$ cat src/rtl/ddr3_rd_burst_ctrl.sv
// Read-burst requester feeding rd_fifo: issues fixed-length bursts over a circular
// address window, only when the FIFO already has room for the whole burst.
module ddr3_rd_burst_ctrl #(
  parameter int          ADDR_W     = 28,
  parameter int          DATA_W     = 128,
  parameter int          WL_W       = 11,
  parameter int          FIFO_DEPTH = 1024,
  parameter int          BURST_LEN  = 64,
  parameter logic [31:0] BASE_ADDR  = 32'h0000_0000,
  parameter logic [31:0] END_ADDR   = 32'h0100_0000
) (
  input  logic              clk,
  input  logic              rst,
  input  logic              rd_start,
  input  logic [WL_W-1:0]   fifo_wr_water_level,
  input  logic              fifo_wr_full,
  output logic              fifo_wr_en,
  output logic [DATA_W-1:0] fifo_wr_data,
  output logic              arvalid,
  input  logic              arready,
  output logic [ADDR_W-1:0] araddr,
  output logic [7:0]        arlen,
  input  logic              rvalid,
  input  logic [DATA_W-1:0] rdata,
  input  logic              rlast,
  output logic              rready,
  output logic              busy,
  output logic [15:0]       burst_cnt,
  output logic              err
);

  localparam int BEAT_WORDS  = 8;
  localparam int BURST_WORDS = BURST_LEN * BEAT_WORDS;

  localparam logic [WL_W-1:0]   SPACE_LIMIT = WL_W'(FIFO_DEPTH - BURST_LEN);
  localparam logic [8:0]        LAST_BEAT   = 9'(BURST_LEN - 1);
  localparam logic [ADDR_W:0]   BURST_STEP  = (ADDR_W+1)'(BURST_WORDS);
  localparam logic [ADDR_W:0]   END_LIMIT   = (ADDR_W+1)'(END_ADDR);
  localparam logic [ADDR_W-1:0] BASE        = ADDR_W'(BASE_ADDR);

  typedef enum logic [2:0] {
    S_IDLE,
    S_CHECK,
    S_ADDR,
    S_DATA,
    S_DONE
  } state_t;

  state_t          state;
  logic [8:0]      beat;
  logic            last_beat;
  logic [ADDR_W:0] next_addr;

  // rready is high exactly in DATA, so it doubles as the beat-accept gate
  assign fifo_wr_en   = rready & rvalid;
  assign fifo_wr_data = fifo_wr_en ? rdata : '0;
  assign arlen        = 8'(BURST_LEN - 1);
  assign last_beat    = (beat == LAST_BEAT);
  assign next_addr    = {1'b0, araddr} + BURST_STEP;

  always_ff @(posedge clk) begin
    if (rst) begin
      state     <= S_IDLE;
      arvalid   <= 1'b0;
      rready    <= 1'b0;
      busy      <= 1'b0;
      err       <= 1'b0;
      araddr    <= BASE;
      burst_cnt <= '0;
      beat      <= '0;
    end else begin
      if ((rvalid && state != S_DATA) ||
          (fifo_wr_en && fifo_wr_full) ||
          (fifo_wr_en && (rlast != last_beat)))
        err <= 1'b1;

      case (state)
        S_IDLE: begin
          if (rd_start) begin
            state <= S_CHECK;
            busy  <= 1'b1;
          end
        end
        S_CHECK: begin
          if (!rd_start) begin
            state <= S_IDLE;
            busy  <= 1'b0;
          end else if (fifo_wr_water_level <= SPACE_LIMIT) begin
            state   <= S_ADDR;
            arvalid <= 1'b1;
          end
        end
        S_ADDR: begin
          if (arvalid && arready) begin
            state   <= S_DATA;
            arvalid <= 1'b0;
            rready  <= 1'b1;
            beat    <= '0;
          end
        end
        S_DATA: begin
          // burst length is fixed; rlast only feeds the error flag
          if (rvalid) begin
            if (last_beat) begin
              state  <= S_DONE;
              rready <= 1'b0;
              beat   <= '0;
            end else begin
              beat <= beat + 9'd1;
            end
          end
        end
        S_DONE: begin
          araddr    <= (next_addr >= END_LIMIT) ? BASE : next_addr[ADDR_W-1:0];
          burst_cnt <= burst_cnt + 16'd1;
          state     <= S_CHECK;
        end
        default: begin
          state   <= S_IDLE;
          arvalid <= 1'b0;
          rready  <= 1'b0;
          busy    <= 1'b0;
        end
      endcase
    end
  end

endmodule
$ cat config.mk
export PLATFORM = sky130hd
export DESIGN_NAME = ddr3_rd_burst_ctrl
export DESIGN_NICKNAME = d
export VERILOG_FILES = /design/src/rtl/ddr3_rd_burst_ctrl.sv
export SDC_FILE = /design/constraint.sdc
export NUM_CORES = 1
export LEC_CHECK = 0
export BUFFER_PORTS_ARGS = -buffer_cell sky130_fd_sc_hd__buf_2
export CAP_MARGIN = 20
export CORE_AREA = 2 2 129 131
export CTS_CLUSTER_DIAMETER = 50
export DETAILED_ROUTE_END_ITERATION = 7
export DIE_AREA = 0 0 131 133
export GPL_ROUTABILITY_DRIVEN = 1
export PLACE_DENSITY = 0.58
export SLEW_MARGIN = 20
export SYNTH_ARGS = -nofsm -noshare
export SYNTH_HDL_FRONTEND = slang
export SYNTH_SLANG_ARGS = --single-unit
export TNS_END_PERCENT = 10
$ cat constraint.sdc
create_clock -name clk -period 1.8 [get_ports clk]
set_input_delay 0.36 -clock clk [delete_from_list [all_inputs] [get_ports clk]]
set_output_delay 0.36 -clock clk [all_outputs]
set_load 0.005 [all_outputs]
==> summary.txt, run 1 <==
Routing
  – DR iter-0 viols: 180
  – Final routed DRC violation total: 0
  – DR pass1 iterations: 4
  – Vias: 4,668
  – Vias per cell: 4.56
  – Post-Route WL: 18,400 um
  – Routed len/inst: 18.0 um
  – Antenna Nets Post-Route: 0

Min path
  – Worst hold start: fifo_wr_water_level[10]
  – Hold path depth: 4
  – Hold Path Class: primary input to register
  – Hold endpoint: arvalid

Layout
  – Area Growth Syn to Fin: 65.7%
  – Most frequent cells in the layout: buf_2, and3_1, dfxtp_1
  – Final-stage net count: 946
  – Commonest non-fill, non-tap cell in the layout: buf_2
  – Fraction of layout cells with a size suffix above 1: 49.9%
  – Final design instance area without fill: 5840 um2

Critical path
  – Required @ worst endpoint: 1.44 ns
  – Reg2reg path depth: 5
  – CP max stage delay: 0.48 ns
  – CP max FO: 60
  – Slowest cell on crit path: dfxtp_4
  – Crit Path Class: register to output port
  – R2r startpoint: state[1]
  – Crit start category: register
  – Critical path, cell by cell: buf_12, and3_1, buf_2
  – Worst EP arrival: 1.38 ns
  – Critical path's top delay family: flip-flops
  – FF-to-FF setup slack: 0.08 ns
  – Worst setup EP type: output port
  – Buf/Inv on CP: 2
  – R2r endpoint: araddr[22]

Synthesis
  – Synth top area cells: dfxtp_1, and3_1, xor2_1, buf_4, xnor2_1
  – Area share of the largest cell type after synthesis: 29.0%
  – Post-Synthesis Cells: 470
  – Sequential fraction of the synthesis area: 29.0%
  – Synth Area in Adders: 1.07%
  – Simple-Gate Fraction of Synth Area: 45.7%
  – Area leader, netlist: dfxtp_1
  – Multiplexer share of the synthesized area: 0.568%
  – Ys flop type: dfxtp_1
  – Syn avg cell area: 7.49 um2
  – Post-synth cell types: 46
  – Syn Std Cell Area: 3520 um2
  – Yosys reg bits: 51
  – Post-synthesis xor/xnor area fraction: 8.70%
  – Compound-gate portion of the synthesized area: 6.25%
  – Post-synth EDFFs: 0
  – Synth async-reset ratio: 0%
  – Synth warn: 0
  – Largest family of logic cells by synthesized area: simple AND/OR/NAND/NOR gates

Floorplanning
  – Die Y: 133 um
  – Die footprint: 17,400 um2
  – Die Wd: 131 um
  – I/O pins: 331
  – Core area: 16,200 um2
  – Starting Density: 21.8%
  – # rows: 47

Global routing
  – Vias in the first global route: 4,293
  – First-pass GRT wire length: 26,000 um
  – Largest net degree at the start of global routing: 61
  – Overall track demand over capacity in global routing: 19.9%
  – Overflow after GRT: 0
  – Initial antenna violation count: 12

Clocking
  – CTS Buffer Depth: 2
  – Sink Count: 51
  – Clock-pin slew on the worst setup and hold paths: 0.07 ns
  – Root Driver: clkbuf_16
  – CTS H-tree lvls: 2
  – Inserted Clock Buffers: 5
  – Worst-Skew Late Latency: 0.29 ns
  – TritonCTS clock tree: yes

Job
  – Max_cap viols: 0

Timing
  – Final setup fails: 0
  – Min Tclk post-route: 1.74 ns
  – Final hold slack: 0.453 ns
  – Clock Skew: 0.00627 ns
  – Max-slew violation count: 0
  – RSZ-0062 raised after global routing: true
  – Fmax: 575 MHz
  – Fin crit share: 96.7%
  – Final Hold Vio Count: 0

Placed design
  – GP Congestion: 0.876
  – Buffers on Ports: 313
  – Hpwl dp: 15,400 um
  – Area post-placement: 5560 um2

Run status
  – Status: complete, no violations

Power and ir drop
  – PnR Total Power: 0.00256 W
  – PD cells: 439 nW/um2
  – Peak supply drop: 0.000339 V
  – Leak: 3.51 nW
==> report_power, final <==
part | switching, W | leakage (nW) | internal (W)
Sequential | 0.0000100 | 0.416 | 0.00114
Clock | 0.000440 | 0.0820 | 0.000601
Combinational | 0.000184 | 3.01 | 0.000189
==> cells in the mapped netlist (3+ instances only) <==
cell,count
dfxtp_1,51
and3_1,130
inv_1,5
nor3_1,24
nand3_1,15
buf_4,19
nand2_1,25
a21oi_1,19
o21ai_0,7
nor2b_1,5
nand4_1,14
or2_2,3
xor2_1,19
nor4_1,6
xnor2_1,16
and2_1,4
ha_1,3
clkbuf_1,34
nor2_1,35
and4_1,3
==> tightest hold or removal path, stage by stage <==
cell	delay (ns)
buf_2	0.08
nor2_1	0.05
a31oi_1	0.15
nor3_1	0.06
==> flip-flops by register name, summed over array words and instances (netlist names) <==
signal / count
burst_cnt: 16
state: 3
beat: 9
err: 1
araddr: 19
busy: 1
arvalid: 1
rready: 1
==> cell type report <==
type	instances	area (um2)
Fill cell	1749	10300
Multi-Input combinational cell	374	2340
Timing Repair Buffer	360	2000
Sequential cell	51	1030
Tap cell	220	275
Clock buffer	6	150
Inverter	5	18.8
Antenna cell	6	15.0
Clock inverter	2	13.8
==> stage by stage <==
step                      instances  util [%]  setup WS, ns  TNS (ns)
after floorplan                 485         -        0.0121         0
after global placement         1007      34.4      -0.00409  -0.00574
after detailed placement       1007      34.4        -0.105     -1.15
after CTS                      1015      35.4       0.00960         0
after global routing           1022      36.1       -0.0128   -0.0323
final                          1024      36.1        0.0600         0
==> worst max path at each step <==
stage,start,endpoint,cells past startpoint
after global routing,araddr[11],araddr[10],7
after detailed placement,araddr[21],araddr[12],5
after CTS,araddr[21],araddr[10],6
after global placement,araddr[21],araddr[21],5
after floorplan,araddr[12],araddr[16],6
final,rready,fifo_wr_data[76],3
==> cell families after synthesis <==
| family | count (synthesis) |
|---|---|
| buffers and inverters | 60 |
| xor gates and xnor gates | 35 |
| and+or+nand+nor | 280 |
| other | 2 |
| AOI/OAI and AO/OA | 37 |
| muxes | 2 |
| adders and majority gates | 3 |
| DFF | 51 |
==> timing repair <==
action                                  in CTS  in global routing
buffers inserted                             0                  3
hold buffers                                 0                  0
pin swaps                                    1                  8
resized for setup                            2                 16
endpoints found under the setup margin      13                 43
==> routing by layer <==
metal / up-vias / track usage (%) / part of all wire [%]
met5: - / 0 / 0.24
met2: 195 / 32.0 / 46
met4: 8 / 5.08 / 1.3
li1: 2291 / - / -
met1: 2150 / 24.3 / 43
met3: 24 / 8.53 / 9.9
No activity file was read; power rests on OpenSTA's default activity.
==> run 2: changes to the inputs <==
--- a/config.mk
+++ b/config.mk
@@ -7,12 +7,14 @@
 export LEC_CHECK = 0
 export BUFFER_PORTS_ARGS = -buffer_cell sky130_fd_sc_hd__buf_2
 export CAP_MARGIN = 20
-export CORE_AREA = 2 2 129 131
+export CORE_AREA = 2 2 127 129
+export CTS_BUF_LIST = sky130_fd_sc_hd__clkbuf_4
 export CTS_CLUSTER_DIAMETER = 50
 export DETAILED_ROUTE_END_ITERATION = 7
-export DIE_AREA = 0 0 131 133
+export DIE_AREA = 0 0 129 131
 export GPL_ROUTABILITY_DRIVEN = 1
-export PLACE_DENSITY = 0.58
+export PLACE_DENSITY = 0.59
+export SKIP_LAST_GASP = 1
 export SLEW_MARGIN = 20
 export SYNTH_ARGS = -nofsm -noshare
 export SYNTH_HDL_FRONTEND = slang
==> run 2 against run 1 <==
Net effect: clock-buffer cell count decreased by 1; sequential power about the same; via count up 0.92%; clock power down 37%; flip-flop and latch count stayed put; register-to-register slack got worse by 0.05 ns; routed wire length increased by 4.1%; core utilization is 1.1 points higher; die area shrank 3.0%; clock skew up 0.017 ns; first-iteration DRC count up 23%; critical endpoint is now fifo_wr_data[39].
==> summary.txt, run 2 (same netlist as run 1, synthesis figures left out) <==
Run status
  – Status: complete, no violations

Power and ir drop
  – Logic gate share of total power: 17.6% (+3.1 points)
  – Net switching fraction of the power: 26.1% (+1.4 points)
  – Flop pwr share: 52.6% (+7.7 points)
  – Leak: 3.49 nW (-0.48%)
  – PD cells: 377 nW/um2 (-14%)
  – Pint: 0.00162 W (-16%)
  – PnR Total Power: 0.00219 W (-15%)
  – Peak supply drop: 0.000311 V (-8.3%)
  – Power share of the clock group: 29.8% (-11 points)
  – NetSw: 0.000572 W (-9.8%)

Clocking
  – Clock-pin slew on the worst setup and hold paths: 0.15 ns (+0.08 ns)
  – Worst-Skew Late Latency: 0.37 ns (+0.08 ns)
  – CTS H-tree lvls: 2 (unchanged)
  – Inserted Clock Buffers: 5 (unchanged)
  – CTS Buffer Depth: 2 (unchanged)
  – TritonCTS clock tree: yes
  – Post-cts hold buffer count: 0 (unchanged)
  – Sink Count: 51 (unchanged)
  – Root Driver: clkbuf_4

Global routing
  – Initial antenna violation count: 10 (-2)
  – Overall track demand over capacity in global routing: 21.4% (+1.5 points)
  – First-pass GRT wire length: 26,900 um (+3.3%)
  – Overflow after GRT: 0 (unchanged)
  – Vias in the first global route: 4,224 (-1.6%)
  – Largest net degree at the start of global routing: 58 (-4.9%)

Timing
  – Fin crit share: 98.4% (+1.8 points)
  – Max-slew violation count: 0 (unchanged)
  – Setup ws final: 0.0282 ns (-0.0318 ns)
  – Fmax: 564 MHz (-1.8%)
  – Total negative slack: 0 ns (unchanged)
  – RSZ-0062 raised after global routing: true
  – Final Hold Vio Count: 0 (unchanged)
  – Final setup fails: 0 (unchanged)
  – Clock Skew: 0.0229 ns (+0.0167 ns)
  – Min Tclk post-route: 1.77 ns (+0.0318 ns)

Floorplanning
  – Starting Density: 22.6% (+0.80 points)
  – Die Y: 131 um (-1.5%)
  – Core area: 15,600 um2 (-3.6%)
  – Die Wd: 129 um (-1.5%)
  – Die footprint: 16,900 um2 (-3.0%)
  – I/O pins: 331 (unchanged)
  – # rows: 46 (-2.1%)

Layout
  – Area Growth Syn to Fin: 64.9%
  – Largest register FFs: 19 (unchanged)
  – Fraction of layout cells with a size suffix above 1: 50.0% (+0.13 points)
  – Final design instance area without fill: 5810 um2 (-0.51%)
  – Largest regs: araddr x19, burst_cnt x16, beat x9
  – Reg with most FFs: araddr
  – Final-stage net count: 955 (+0.95%)
  – Commonest non-fill, non-tap cell in the layout: buf_2
  – Fill cell total of the finished layout: 1,700 (-2.8%)
  – Most frequent cells in the layout: buf_2, and3_1, buf_4

Routing
  – Vias: 4,711 (+0.92%)
  – Antenna Nets Post-Route: 0 (unchanged)
  – DR pass1 iterations: 4 (unchanged)
  – Routed len/inst: 18.7 um (+3.6%)
  – DR iter-0 viols: 221 (+23%)
  – Post-Route WL: 19,200 um (+4.1%)
  – Final routed DRC violation total: 0 (unchanged)
  – Vias per cell: 4.58 (+0.43%)

Placed design
  – Place WS: -0.0319 ns (+0.0734 ns)
  – Area post-placement: 5570 um2 (+0.23%)
  – GP Congestion: 0.926 (+5.7%)
  – Buffers on Ports: 313 (unchanged)
  – Hpwl dp: 16,400 um (+6.8%)

Critical path
  – Crit Path Class: register to output port
  – Required @ worst endpoint: 1.44 ns (about the same)
  – Worst EP arrival: 1.41 ns (+0.03 ns)
  – Worst setup EP type: output port
  – CP max FO: 8 (-87%)
  – Crit start category: register

Job
  – Max_cap viols: 0 (unchanged)

Min path
  – Hold Path Class: primary input to register
run 2: cell count changes in the layout (fill, tap and decap cells not counted), sizes merged:
| cell | delta |
|---|---|
| clkinv | -2 |
| clkinvlp | +1 |
| buf | +9 |
| clkbuf | -1 |
| diode | +1 |
| bufinv | +1 |
run 2: metal layers:
layer	vias to the layer above	GRT usage [%]	wire length, um
li1	2314	-	-
met4	4	2.81	73
met5	-	0	30
met1	2187	28.5	8560
met3	9	7.57	2020
met2	197	34.4	8510
run 2: cell type report:
| cell class | instances | area (um2) | area share, % |
|---|---|---|---|
| diodes | 7 | 17.5 | 0.302 |
| clock buffers | 5 | 37.5 | 0.646 |
| clock inverters | 2 | 37.5 | 0.646 |
| inverters | 5 | 18.8 | 0.323 |
| multi-input cells | 374 | 2340 | 40.3 |
| flip-flops and latches | 51 | 1030 | 17.8 |
| well taps | 216 | 270 | 4.65 |
| repair buffers | 369 | 2050 | 35.3 |
run 2: power by group through the flow:
stage	Sequential [W]	Combinational (W)	Clock, W
floorplan	0.00118	0.000151	0
global placement	0.00118	0.000375	0
detailed placement	0.00118	0.000381	0
CTS	0.00115	0.000383	0.000684
global route	0.00115	0.000427	0.000717
finish	0.00115	0.000385	0.000652
run 2: final timing paths:
path | from | to | slack (ns) | depth (start not counted)
max reg2reg | araddr[12] | araddr[22] | 0.03 | 6
max | rready | fifo_wr_data[39] | 0.03 | 3
min | fifo_wr_water_level[10] | arvalid | 0.37 | 4
min reg2reg | beat[1] | beat[1] | 0.48 | 2
run 2: stage by stage:
stage                     util, %  instances  hold WS (ns)
after floorplan                 -        485         0.449
after global placement       35.7       1007         0.464
after detailed placement     35.7       1007         0.467
after CTS                    36.4       1017         0.341
after global routing         37.1       1024         0.392
final                        37.2       1029         0.365
run 2: timing repair:
item,in CTS,in global routing
pin swaps,0,6
buffers inserted,3,5
resized for setup,2,16
endpoints found under the setup margin,92,80
hold endpoints to repair,0,0
cloned,0,0
run 2: worst max-delay path: stages (launching register included):
cell and delay [ns]:
dfxtp_4 0.46, buf_2 0.21, and3_1 0.24, buf_2 0.14
